[src/rtl/spi_sclk_gen.sv]
`default_nettype none
// ============================================================================
//  Module      : spi_sclk_gen
//  Description : SPI serial-clock generator with transfer framing. On an
//                accepted start it emits exactly nbits SCLK periods at a
//                half-period of (div+1) clk cycles, in any CPOL/CPHA mode,
//                together with clk-domain sample/shift strobes so the SPI
//                master shift register runs synchronously to clk.
//
//  Ports       : clk         system clock
//                rst         asynchronous active-high reset
//                start       transfer request (only looked at in IDLE)
//                div         SCLK half-period minus one, in clk cycles
//                cpol        SCLK idle level
//                cpha        0: sample on leading edge, 1: shift on leading
//                nbits       bits per transfer (0 suppresses start)
//                sclk        registered SPI serial clock
//                busy        transfer in progress
//                done        one-cycle end-of-transfer pulse
//                sample_stb  master samples MISO in this cycle
//                shift_stb   master drives the next MOSI bit in this cycle
//                bit_idx     sample strobes issued in the current transfer
//
//  Revision    : 1.0  initial release
// ============================================================================
module spi_sclk_gen #(
    parameter int DIV_W  = 8,
    parameter int BITS_W = 6
) (
    input  logic              clk,
    input  logic              rst,
    input  logic              start,
    input  logic [DIV_W-1:0]  div,
    input  logic              cpol,
    input  logic              cpha,
    input  logic [BITS_W-1:0] nbits,
    output logic              sclk,
    output logic              busy,
    output logic              done,
    output logic              sample_stb,
    output logic              shift_stb,
    output logic [BITS_W-1:0] bit_idx
);

    // ------------------------------------------------------------------
    // State encoding
    // ------------------------------------------------------------------
    localparam logic [1:0] c_IDLE  = 2'd0;
    localparam logic [1:0] c_RUN   = 2'd1;
    localparam logic [1:0] c_GUARD = 2'd2;

    localparam logic [DIV_W-1:0]  c_HC_ONE  = DIV_W'(1);
    localparam logic [BITS_W:0]   c_EC_ONE  = (BITS_W+1)'(1);
    localparam logic [BITS_W-1:0] c_BIT_ONE = BITS_W'(1);

    // ------------------------------------------------------------------
    // Registers
    // ------------------------------------------------------------------
    logic [1:0]        r_state;
    logic [DIV_W-1:0]  r_hc;        // clk cycles within current half-period
    logic [BITS_W:0]   r_ec;        // SCLK edges issued so far
    logic [DIV_W-1:0]  r_div;       // configuration latched at start
    logic              r_cpol;
    logic              r_cpha;
    logic [BITS_W-1:0] r_nbits;
    logic              r_sclk;
    logic              r_busy;
    logic              r_done;
    logic              r_sample;
    logic              r_shift;
    logic [BITS_W-1:0] r_bit_idx;

    // ------------------------------------------------------------------
    // Combinational signals
    // ------------------------------------------------------------------
    logic [1:0]        w_state_nxt;
    logic              w_accept;
    logic              w_hc_hit;
    logic [BITS_W:0]   w_ec_last;
    logic              w_last_edge;
    logic              w_leading;
    logic              w_edge_sample;
    logic              w_edge_shift;

    logic [DIV_W-1:0]  w_hc_nxt;
    logic [BITS_W:0]   w_ec_nxt;
    logic              w_sclk_nxt;
    logic              w_done_nxt;
    logic              w_sample_nxt;
    logic              w_shift_nxt;
    logic [BITS_W-1:0] w_bit_idx_nxt;

    // A zero-length transfer is not a transfer at all: start is dropped.
    assign w_accept    = start && (nbits != '0);

    // Half-period boundary: the next clk edge is an SCLK edge (RUN) or
    // the end of the guard interval (GUARD).
    assign w_hc_hit    = (r_hc == r_div);

    // Edge index of the final edge is 2*nbits-1; the extra ec bit keeps
    // this from overflowing at the largest legal nbits.
    assign w_ec_last   = {r_nbits, 1'b0} - c_EC_ONE;
    assign w_last_edge = (r_ec == w_ec_last);

    // Even edge index = leading edge of an SCLK period.
    assign w_leading   = ~r_ec[0];

    // Strobe classification of the edge about to be issued.
    // With cpha=0 bit 0 is already on MOSI when busy rises, so the
    // trailing edge of the last bit must not request another shift.
    always_comb begin
        w_edge_sample = 1'b0;
        w_edge_shift  = 1'b0;
        if (r_cpha) begin
            w_edge_shift  = w_leading;
            w_edge_sample = ~w_leading;
        end else begin
            w_edge_sample = w_leading;
            w_edge_shift  = ~w_leading && ~w_last_edge;
        end
    end

    // ------------------------------------------------------------------
    // FSM: state register
    // ------------------------------------------------------------------
    always_ff @(posedge clk or posedge rst) begin
        if (rst) begin
            r_state <= c_IDLE;
        end else begin
            r_state <= w_state_nxt;
        end
    end

    // ------------------------------------------------------------------
    // FSM: next-state logic
    // ------------------------------------------------------------------
    always_comb begin
        w_state_nxt = r_state;
        case (r_state)
            c_IDLE: begin
                if (w_accept) begin
                    w_state_nxt = c_RUN;
                end
            end
            c_RUN: begin
                if (w_hc_hit && w_last_edge) begin
                    w_state_nxt = c_GUARD;
                end
            end
            c_GUARD: begin
                if (w_hc_hit) begin
                    w_state_nxt = c_IDLE;
                end
            end
            default: begin
                w_state_nxt = c_IDLE;
            end
        endcase
    end

    // ------------------------------------------------------------------
    // FSM: output / datapath next values (all outputs are registered)
    // ------------------------------------------------------------------
    always_comb begin
        w_hc_nxt      = r_hc;
        w_ec_nxt      = r_ec;
        w_sclk_nxt    = r_sclk;
        w_done_nxt    = 1'b0;
        w_sample_nxt  = 1'b0;
        w_shift_nxt   = 1'b0;
        w_bit_idx_nxt = r_bit_idx;

        case (r_state)
            c_IDLE: begin
                // Track the live cpol so the line idles correctly even
                // before the first transfer.
                w_sclk_nxt = cpol;
                if (w_accept) begin
                    w_hc_nxt      = '0;
                    w_ec_nxt      = '0;
                    w_bit_idx_nxt = '0;
                end
            end
            c_RUN: begin
                if (w_hc_hit) begin
                    w_sclk_nxt   = ~r_sclk;
                    w_hc_nxt     = '0;
                    w_ec_nxt     = r_ec + c_EC_ONE;
                    w_sample_nxt = w_edge_sample;
                    w_shift_nxt  = w_edge_shift;
                    if (w_edge_sample) begin
                        w_bit_idx_nxt = r_bit_idx + c_BIT_ONE;
                    end
                end else begin
                    w_hc_nxt = r_hc + c_HC_ONE;
                end
            end
            c_GUARD: begin
                // Final half-period at the idle level before releasing.
                w_sclk_nxt = r_cpol;
                if (w_hc_hit) begin
                    w_done_nxt = 1'b1;
                    w_hc_nxt   = '0;
                end else begin
                    w_hc_nxt = r_hc + c_HC_ONE;
                end
            end
            default: begin
                w_sclk_nxt = cpol;
            end
        endcase
    end

    // ------------------------------------------------------------------
    // Datapath and output registers
    // ------------------------------------------------------------------
    always_ff @(posedge clk or posedge rst) begin
        if (rst) begin
            r_hc      <= '0;
            r_ec      <= '0;
            r_sclk    <= 1'b0;
            r_busy    <= 1'b0;
            r_done    <= 1'b0;
            r_sample  <= 1'b0;
            r_shift   <= 1'b0;
            r_bit_idx <= '0;
        end else begin
            r_hc      <= w_hc_nxt;
            r_ec      <= w_ec_nxt;
            r_sclk    <= w_sclk_nxt;
            r_busy    <= (w_state_nxt != c_IDLE);
            r_done    <= w_done_nxt;
            r_sample  <= w_sample_nxt;
            r_shift   <= w_shift_nxt;
            r_bit_idx <= w_bit_idx_nxt;
        end
    end

    // Configuration is captured only on an accepted start, so changes to
    // the inputs during a transfer cannot disturb it.
    always_ff @(posedge clk or posedge rst) begin
        if (rst) begin
            r_div   <= '0;
            r_cpol  <= 1'b0;
            r_cpha  <= 1'b0;
            r_nbits <= '0;
        end else if ((r_state == c_IDLE) && w_accept) begin
            r_div   <= div;
            r_cpol  <= cpol;
            r_cpha  <= cpha;
            r_nbits <= nbits;
        end
    end

    // ------------------------------------------------------------------
    // Outputs
    // ------------------------------------------------------------------
    assign sclk       = r_sclk;
    assign busy       = r_busy;
    assign done       = r_done;
    assign sample_stb = r_sample;
    assign shift_stb  = r_shift;
    assign bit_idx    = r_bit_idx;

endmodule
`default_nettype wire

[config.mk]
export PLATFORM = sky130hd
export DESIGN_NAME = spi_sclk_gen
export DESIGN_NICKNAME = d
export VERILOG_FILES = /design/src/rtl/spi_sclk_gen.sv
export SDC_FILE = /design/constraint.sdc
export NUM_CORES = 1
export LEC_CHECK = 0
export ABC_AREA = 1
export BUFFER_PORTS_ARGS = -buffer_cell sky130_fd_sc_hd__buf_2
export CAP_MARGIN = 10
export CORE_ASPECT_RATIO = 0.9
export CORE_MARGIN = 5
export CORE_UTILIZATION = 35
export CTS_CLUSTER_DIAMETER = 30
export CTS_CLUSTER_SIZE = 25
export DETAILED_ROUTE_END_ITERATION = 10
export SLEW_MARGIN = 5
export SYNTH_ARGS = -nofsm -noshare
export SYNTH_HDL_FRONTEND = slang
export SYNTH_SLANG_ARGS = --single-unit
[constraint.sdc]
create_clock -name clk -period 2.55 [get_ports clk]
set_clock_uncertainty 0.05 [all_clocks]
set_input_delay 0.1275 -clock clk [delete_from_list [all_inputs] [get_ports clk]]
set_output_delay 0.1275 -clock clk [all_outputs]
set_load 0.01 [all_outputs]
After elaboration in Yosys (flattened, before gate mapping). Cells that the tools add are included. W data, S select, Z words.

Word-level logic and storage cells: 64. Output and inout port bits: 11. Register bits after elaboration: 44. Bits of input ports: 19.

Bitwise operators: 3. Mux-type cells: 24. Equality and inequality tests: 7. $add $sub $neg: 4. Reduce and logical (&&, ||, !) cells: 13.

Operators with widths (number): $mux W6 (3); $mux W8 (2); $pmux W8 S2 (1); $mux W7 (2); $pmux W7 S2 (1); $pmux W6 S2 (1); $mux W1 (9); $add A8 B1 Y8 const B (1); $eq A8 B8 Y1 (1); $add A7 B1 Y7 const B (1); $eq A7 B7 Y1 (1); $sub A7 B1 Y7 const B (1); $add A6 B1 Y6 const B (1); $mux W2 (3); $ne A2 B2 Y1 const B (3); $pmux W2 S3 (1); $reduce_bool A2 Y1 (3); $reduce_bool A6 Y1 (1); $logic_and A1 B1 Y1 (4); $reduce_and A4 Y1 (1); $not A1 Y1 (3); $reduce_and A3 Y1 (1); $eq A2 B1 Y1 const B (1); $eq A2 B2 Y1 const B (1); other kinds (4) (4).

Logic depth before layout (Yosys ltp). Gate-level depths: netlist of the first run.

Word-level depth: 7. Depth in mapped cells: 13.

Least setup slack after synthesis of the first run. Ideal clock, no wire load.

Path kind: register to register. Start: reg r_state[0]. End: reg r_hc[2]. Setup time: 0.077 ns. Data required time: 2.423 ns. Stages on the path, launching flop included: 10. Setup slack: 0.981 ns. Arrival: 1.442 ns. Buffers on the path: 1. Cells stage by stage: dfrtp_1 -> inv_1 -> ha_1 -> inv_1 -> nor2_2 -> inv_1 -> o21ai_2 -> buf_2 -> a21oi_1 -> a21oi_1.

Cells in the longest elaborated chain, start to end: 4.

RTL lines: start, declared (line 59) `logic [1:0] r_state;`; start signal, assigned (line 128) `r_state <= c_IDLE;`; start signal, assigned (line 130) `r_state <= w_state_nxt;`; $eq A2 B2 Y1 / $eq A2 B1 Y1 (equally long branches) (line 173) `case (r_state)`; $reduce_or A2 Y1 (no source line); $reduce_bool A2 Y1 (no source line); $reduce_and A2 Y1 (no source line); end signal, assigned (line 228) `r_hc <= w_hc_nxt;`; end, declared (line 60) `logic [DIV_W-1:0] r_hc;`.

Several ways; a longest one is shown, not always the timed one. A chain may end at the register's enable or synchronous reset.

Worst setup path in the final report of the first run.
Start: reg r_state[1]. End: reg r_ec[4].

Cells in the longest elaborated chain, start to end: 3.

RTL lines: $eq A2 B1 Y1 / $logic_not A2 Y1 (equally long branches) (line 173); $ne A2 B2 Y1 (no source line) / $reduce_bool A2 Y1 (equally long branches); $reduce_and A3 Y1 (no source line); end signal, assigned (line 229) `r_ec <= w_ec_nxt;`; end, declared (line 61) `logic [BITS_W:0] r_ec;`.

Several ways; a longest one is shown, not always the timed one.

==> results.yml, run 1 <==
grt:
  grt_usage: 0.1287
  grt_pass1_wl_mm: 9.770
  antenna_found_initial: 0
  overflow: 0
  grt_pass1_vias: 2090
  grt_max_degree: 45
worst_setup_path:
  critPathCapture: "r_ec[4]"
  crit_top_cell: "inv_1"
  r2r_setup_slack_ns: 0.66
  crit_type: "reg2reg"
  worstPathArrival_ns: 2.06
  worstReg2RegStart: "r_state[1]"
  critical_path_buf_inv_count: 2
  critical_path.max_fanout: 12
  path_cells: "inv_1 -> ha_1 -> inv_1 -> or2_2 -> o21ai_2"
  cp_slowest_cell: "ha_1"
  start_kind: "flip-flop"
  endpoint_kind: "flip-flop"
  worst_r2r_path_depth: 5
  cpPeakStageDelay_ns: 0.46
  cp.depth: 5
  r2r-end: "r_ec[4]"
  required_ns: 2.72
  critical_path.top_delay_family: "adder cells"
  worstSetupStartpoint: "r_state[1]"
floorplan:
  die_x_um: 102.3
  die_h_um: 93.10
  num_rows: 30
  dieArea_um2: 9526
  ioPinCount: 30
  core-area_um2: 7507
  initial_core_util: 0.3577
timing:
  max_slew.worst_pin.slew_ns: 0.9561
  fin_setup_tns_ns: 0
  timing.fmax_ghz: 0.5280
  post-route-min-period_ns: 1.894
  drv_slew: 0
  relSlewSlack: 0.3617
  finalHoldViolations: 8
  hold_slack_ns: -0.004164
  rsz0062_at_grt: "false"
  setup-violations-final: 0
  fin_crit_sh: 0.7427
finish:
  final_nets: 413
  drive_above_1_share: 0.2455
  area_delta_synth_final_pct: 16.36
  finish.utilization: 0.4162
  diodes: 0
min_path:
  hp-class: "in2async"
synth:
  synth-main-ff-cell: "dfrtp_1"
  yosys.area_share.simple: 0.3206
  synth_area_um2: 2685
  synthXorXnorAreaFrac: 0.04240
  synth_common_cells: "nand2_1 (106), dfrtp_1 (44), inv_1 (36), nor2_1 (19), o21ai_0 (19)"
  synth_compound_area_frac: 0.1095
  synthMuxAreaShare: 0
  synth.distinct_cells: 29
  syn_inst: 347
  synth_top_family_by_area: "simple AND/OR/NAND/NOR gates"
  ys_seq_elements: 44
  synth_adder_area_share: 0.03728
  synth_edf_count: 0
  yosysTopAreaCell: "dfrtp_1"
  synth-seq-area-share: 0.4101
  synth-async-reset-ratio: 1.000
  yosysTopAreaCellShare: 0.4101
  synth_area_leaders: "dfrtp_1 (41%), nand2_1 (15%), inv_1 (5.0%)"
  synth_fp_nets: 374
  yosysWarningCount: 0
  synth.avg_cell_area_um2: 7.738
  synth.most_common_cell: "nand2_1"
power:
  sequentialPowerShare: 0.356
  powerDensity_nw_per_um2: 1004
  p_int_mw: 1.765
  p_leak_nw: 1.553
  swShare: 0.4375
  clockPowerShare: 0.185
  comb_power_share: 0.459
  p_switching_mw: 1.373
  peakVddDrop_v: 0.0003567
run_status:
  outcome: "finished, violations left"
  violations: "negative hold slack"
placed_design:
  dp_hpwl_mm: 4.081
  gp_congestion: 0.8444
  port_buffers: 29
clocking:
  ctsResizeCount: 0
  hold_buffers: 9
  clock_sinks: 44
  htreeDepth: 2
  cts_setup_buffers: 0
  cts_root_buf: "clkbuf_8"
  cts_tree: "done"
  ctsLongestPathBuffers: 2
  path_clk_slew_ns: 0.08
  insertion_delay_ns: 0.30
  numCtsBuffers: 5
route:
  viasPerCell: 4.480
  drt_iter0_drc: 84
  first_pass_iters: 4
  finalWirelength_mm: 5.478
  wire_per_inst_um: 11.34
  ant_nets: 0
  drc: 0
  vias: 2164
run:
  maxCapViolations: 0
==> cells in the final DEF, fill, tap and decap left out, drive strengths merged, types with 7 or more instances in the layout <==
cell | synthesis | layout
xor2 | 12 | 12
or2 | 10 | 10
o21ai | 33 | 33
ha | 8 | 8
nand2 | 121 | 121
clkbuf | 3 | 7
a21oi | 12 | 12
buf | 4 | 30
dfrtp | 44 | 44
nor2 | 26 | 26
dlygate4sd3 | 0 | 9
inv | 44 | 44
nand3 | 18 | 18
==> sequential cells by signal, summed over array words and instances, names as in the netlist <==
name,count
done,1
shift_stb,1
r_cpol,1
r_state,2
busy,1
sample_stb,1
sclk,1
r_cpha,1
r_div,8
bit_idx,6
r_hc,8
r_ec,7
r_nbits,6
==> final cells by class <==
type | instances | area, um^2
Tap cell | 96 | 120.1
Multi-Input combinational cell | 252 | 1369
Timing Repair Buffer | 39 | 242.7
Sequential cell | 44 | 1101
Clock inverter | 1 | 30.03
Clock buffer | 7 | 96.34
Inverter | 44 | 165.2
Fill cell | 776 | 4383
==> per-layer routing <==
layer  global-route usage  up-vias  wire (um)
li1                     -     1168          -
met1               0.1789      959       2769
met2               0.2018       31       2425
met3              0.02461        6        203
met4              0.03934        0         79
met5                    0        -          0
==> worst register-to-register path: stages, from the launching register on <==
cell and delay [ns]:
dfrtp_1 0.41, inv_1 0.10, ha_1 0.46, inv_1 0.28
or2_2 0.37, o21ai_2 0.14
==> cells by family after synthesis <==
group,count (synthesis)
AO/OA/AOI/OAI,48
XOR/XNOR,13
adder cells (fa/ha/maj),8
buffers and inverters,51
flip-flops,44
AND/OR/NAND/NOR,183
==> how the worst min path moves through the flow <==
| stage | to | slack [ns] |
|---|---|---|
| after detailed placement | r_div[6] | 0.29 |
| after global routing | r_nbits[4] | 0.02 |
| after global placement | r_div[6] | 0.28 |
| final | r_div[3] | -0.004 |
| after floorplan | r_div[6] | 0.19 |
| after CTS | r_nbits[4] | 0.001 |
==> power groups by stage <==
stage	combinational (mW)	clock (mW)	sequential (mW)
CTS	1.46	0.606	1.12
global route	1.68	0.631	1.16
floorplan	1.22	0	1.10
finish	1.44	0.579	1.12
global placement	1.43	0	1.13
detailed placement	1.44	0	1.13
==> metrics by stage <==
step	instance area, um^2	std cells	power [mW]	worst slack (ns)
after floorplan	2685	347	2.313	0.9806
after global placement	2908	466	2.556	0.6676
after detailed placement	2908	466	2.568	0.6578
after CTS	3124	483	3.181	0.6166
after global routing	3124	483	3.463	0.4970
final	3124	483	3.138	0.6562
No activity file was read; power rests on OpenSTA's default activity.
==> run 2, diff against run 1 <==
Clock period 2.55 ns to 1.9 ns, I/O delays scaled along.
==> results.yml, run 2 (synthesized netlist as in run 1, its figures left out) <==
run_status:
  outcome: "finished clean"
route:
  finalWirelength_mm: 5.620
  ant_nets: 0
  drt_iter0_drc: 85
  drc: 0
  first_pass_iters: 4
  viasPerCell: 4.541
  vias: 2234
  wire_per_inst_um: 11.42
floorplan:
  die_x_um: 102.3
  num_rows: 30
  ioPinCount: 30
  dieArea_um2: 9526
  die_h_um: 93.10
  core-area_um2: 7507
  initial_core_util: 0.3577
run:
  maxCapViolations: 0
power:
  finalPower_mw: 4.080
  powerDensity_nw_per_um2: 1281
  peakVddDrop_v: 0.0006319
  p_leak_nw: 1.578
grt:
  grt_pass1_wl_mm: 9.908
  grt_usage: 0.1299
  grt_max_degree: 45
  overflow: 0
  antenna_found_initial: 0
  grt_pass1_vias: 2145
finish:
  final_cell_mix: "nand2_1 (106), dfrtp_1 (44), inv_1 (35)"
  area_delta_synth_final_pct: 18.64
  drive_above_1_share: 0.2475
  diodes: 0
  final_common_cell: "nand2_1"
  final_nets: 423
  layoutNonFillerInstCount: 492
  reg_top3: "r_div x8, r_hc x8, r_ec x7"
clocking:
  ctsLongestPathBuffers: 2
  path_clk_slew_ns: 0.09
  cts_root_buf: "clkbuf_8"
  insertion_delay_ns: 0.30
  numCtsBuffers: 5
  htreeDepth: 2
  cts_tree: "done"
  clock_sinks: 44
worst_setup_path:
  r2r_setup_slack_ns: 0.18
  endpoint_kind: "flip-flop"
  critical_path.top_delay_family: "buffers and inverters"
  critical_path_buf_inv_count: 4
  cpPeakStageDelay_ns: 0.41
  required_ns: 2.07
  path_cells: "inv_1 -> ha_1 -> inv_1 -> nor2_2 -> inv_1 -> o21ai_2 -> buf_4 -> a21oi_1 -> a21oi_1"
  crit_top_cell: "inv_1"
  critical_path.max_fanout: 9
  crit_type: "reg2reg"
  cp_slowest_cell: "dfrtp_1"
  worstPathArrival_ns: 1.89
  start_kind: "flip-flop"
placed_design:
  place_ws_ns: 0.1166
  gp_congestion: 0.8312
  dp_hpwl_mm: 4.112
  placed_cells: 469
  port_buffers: 29
timing:
  relSlewSlack: 0.7804
  post-route-min-period_ns: 1.722
  layout_setup_ws_ns: 0.1780
  fin_crit_sh: 0.9063
  max_slew.worst_pin.slew_ns: 0.3291
  setup-violations-final: 0
  fin_setup_tns_ns: 0
  rsz0062_at_grt: "false"
  hold_slack_ns: 0.001358
  drv_slew: 0
  finalHoldViolations: 0
  timing.fmax_ghz: 0.5807
min_path:
  hp-class: "in2reg"
-- run 2: changes by cell type in the layout (fill, tap and decap cells not counted), sizes merged --
| cell | previous run | this run |
|---|---|---|
| bufinv | 1 | 0 |
| buf | 30 | 33 |
| dlygate4sd3 | 9 | 16 |
| clkinv | 0 | 1 |
| clkbuf | 7 | 6 |
-- run 2: routing by layer --
metal | global-route usage | routed length [um] | vias up
met5 | 0 | 0 | -
met4 | 0.04262 | 84 | 0
met3 | 0.02088 | 172 | 8
met2 | 0.2051 | 2559 | 31
met1 | 0.1807 | 2804 | 1017
li1 | - | - | 1178
-- run 2: worst paths after layout --
check,start,endpoint,depth (start not counted)
min in group asynchronous,rst,r_cpha,4
max reg2reg,r_state[0],r_hc[2],9
min reg2reg,r_div[6],r_div[6],2
max in group asynchronous,rst,bit_idx[2],4
min,nbits[5],r_nbits[5],3
max,r_state[0],r_hc[2],9
-- run 2: cell type report --
cell class | count | area (um^2)
clock buffer | 6 | 72.57
clock inverter | 1 | 5.005
fill | 772 | 4322
inverter | 44 | 165.2
multi-input combinational | 252 | 1374
sequential | 44 | 1101
tap | 96 | 120.1
timing repair buffer | 49 | 347.8
-- run 2: worst register-to-register path: cells and delay by family (launching register included) --
kind / cells / cell delay [ns]
AND/OR/NAND/NOR: 1 / 0.12
flip-flops: 1 / 0.41
AO/OA/AOI/OAI: 3 / 0.30
adder cells (fa/ha/maj): 1 / 0.29
buffers and inverters: 4 / 0.47
-- run 2: through the flow --
step | cell area, um^2 | utilization
after global placement | 2943 | 0.3920
after detailed placement | 2943 | 0.3920
after global routing | 3186 | 0.4243
final | 3186 | 0.4243
after floorplan | 2685 | -
after CTS | 3181 | 0.4237
-- run 2: timing repair --
action | 4_1_cts | 5_1_grt
hold buffers | 16 | 0
resized for setup | 0 | 2
endpoints found under the setup margin | 0 | 2
hold endpoints to repair | 59 | 0
setup buffers | 0 | 0
-- run 2: power breakdown --
group	total (mW)	switching, mW	internal (mW)	leakage, nW
Combinational	2.01	1.28	0.730	0.961
Clock	0.568	0.318	0.251	0.0410
Sequential	1.50	0.276	1.22	0.575
Total	4.08	1.88	2.20	1.58
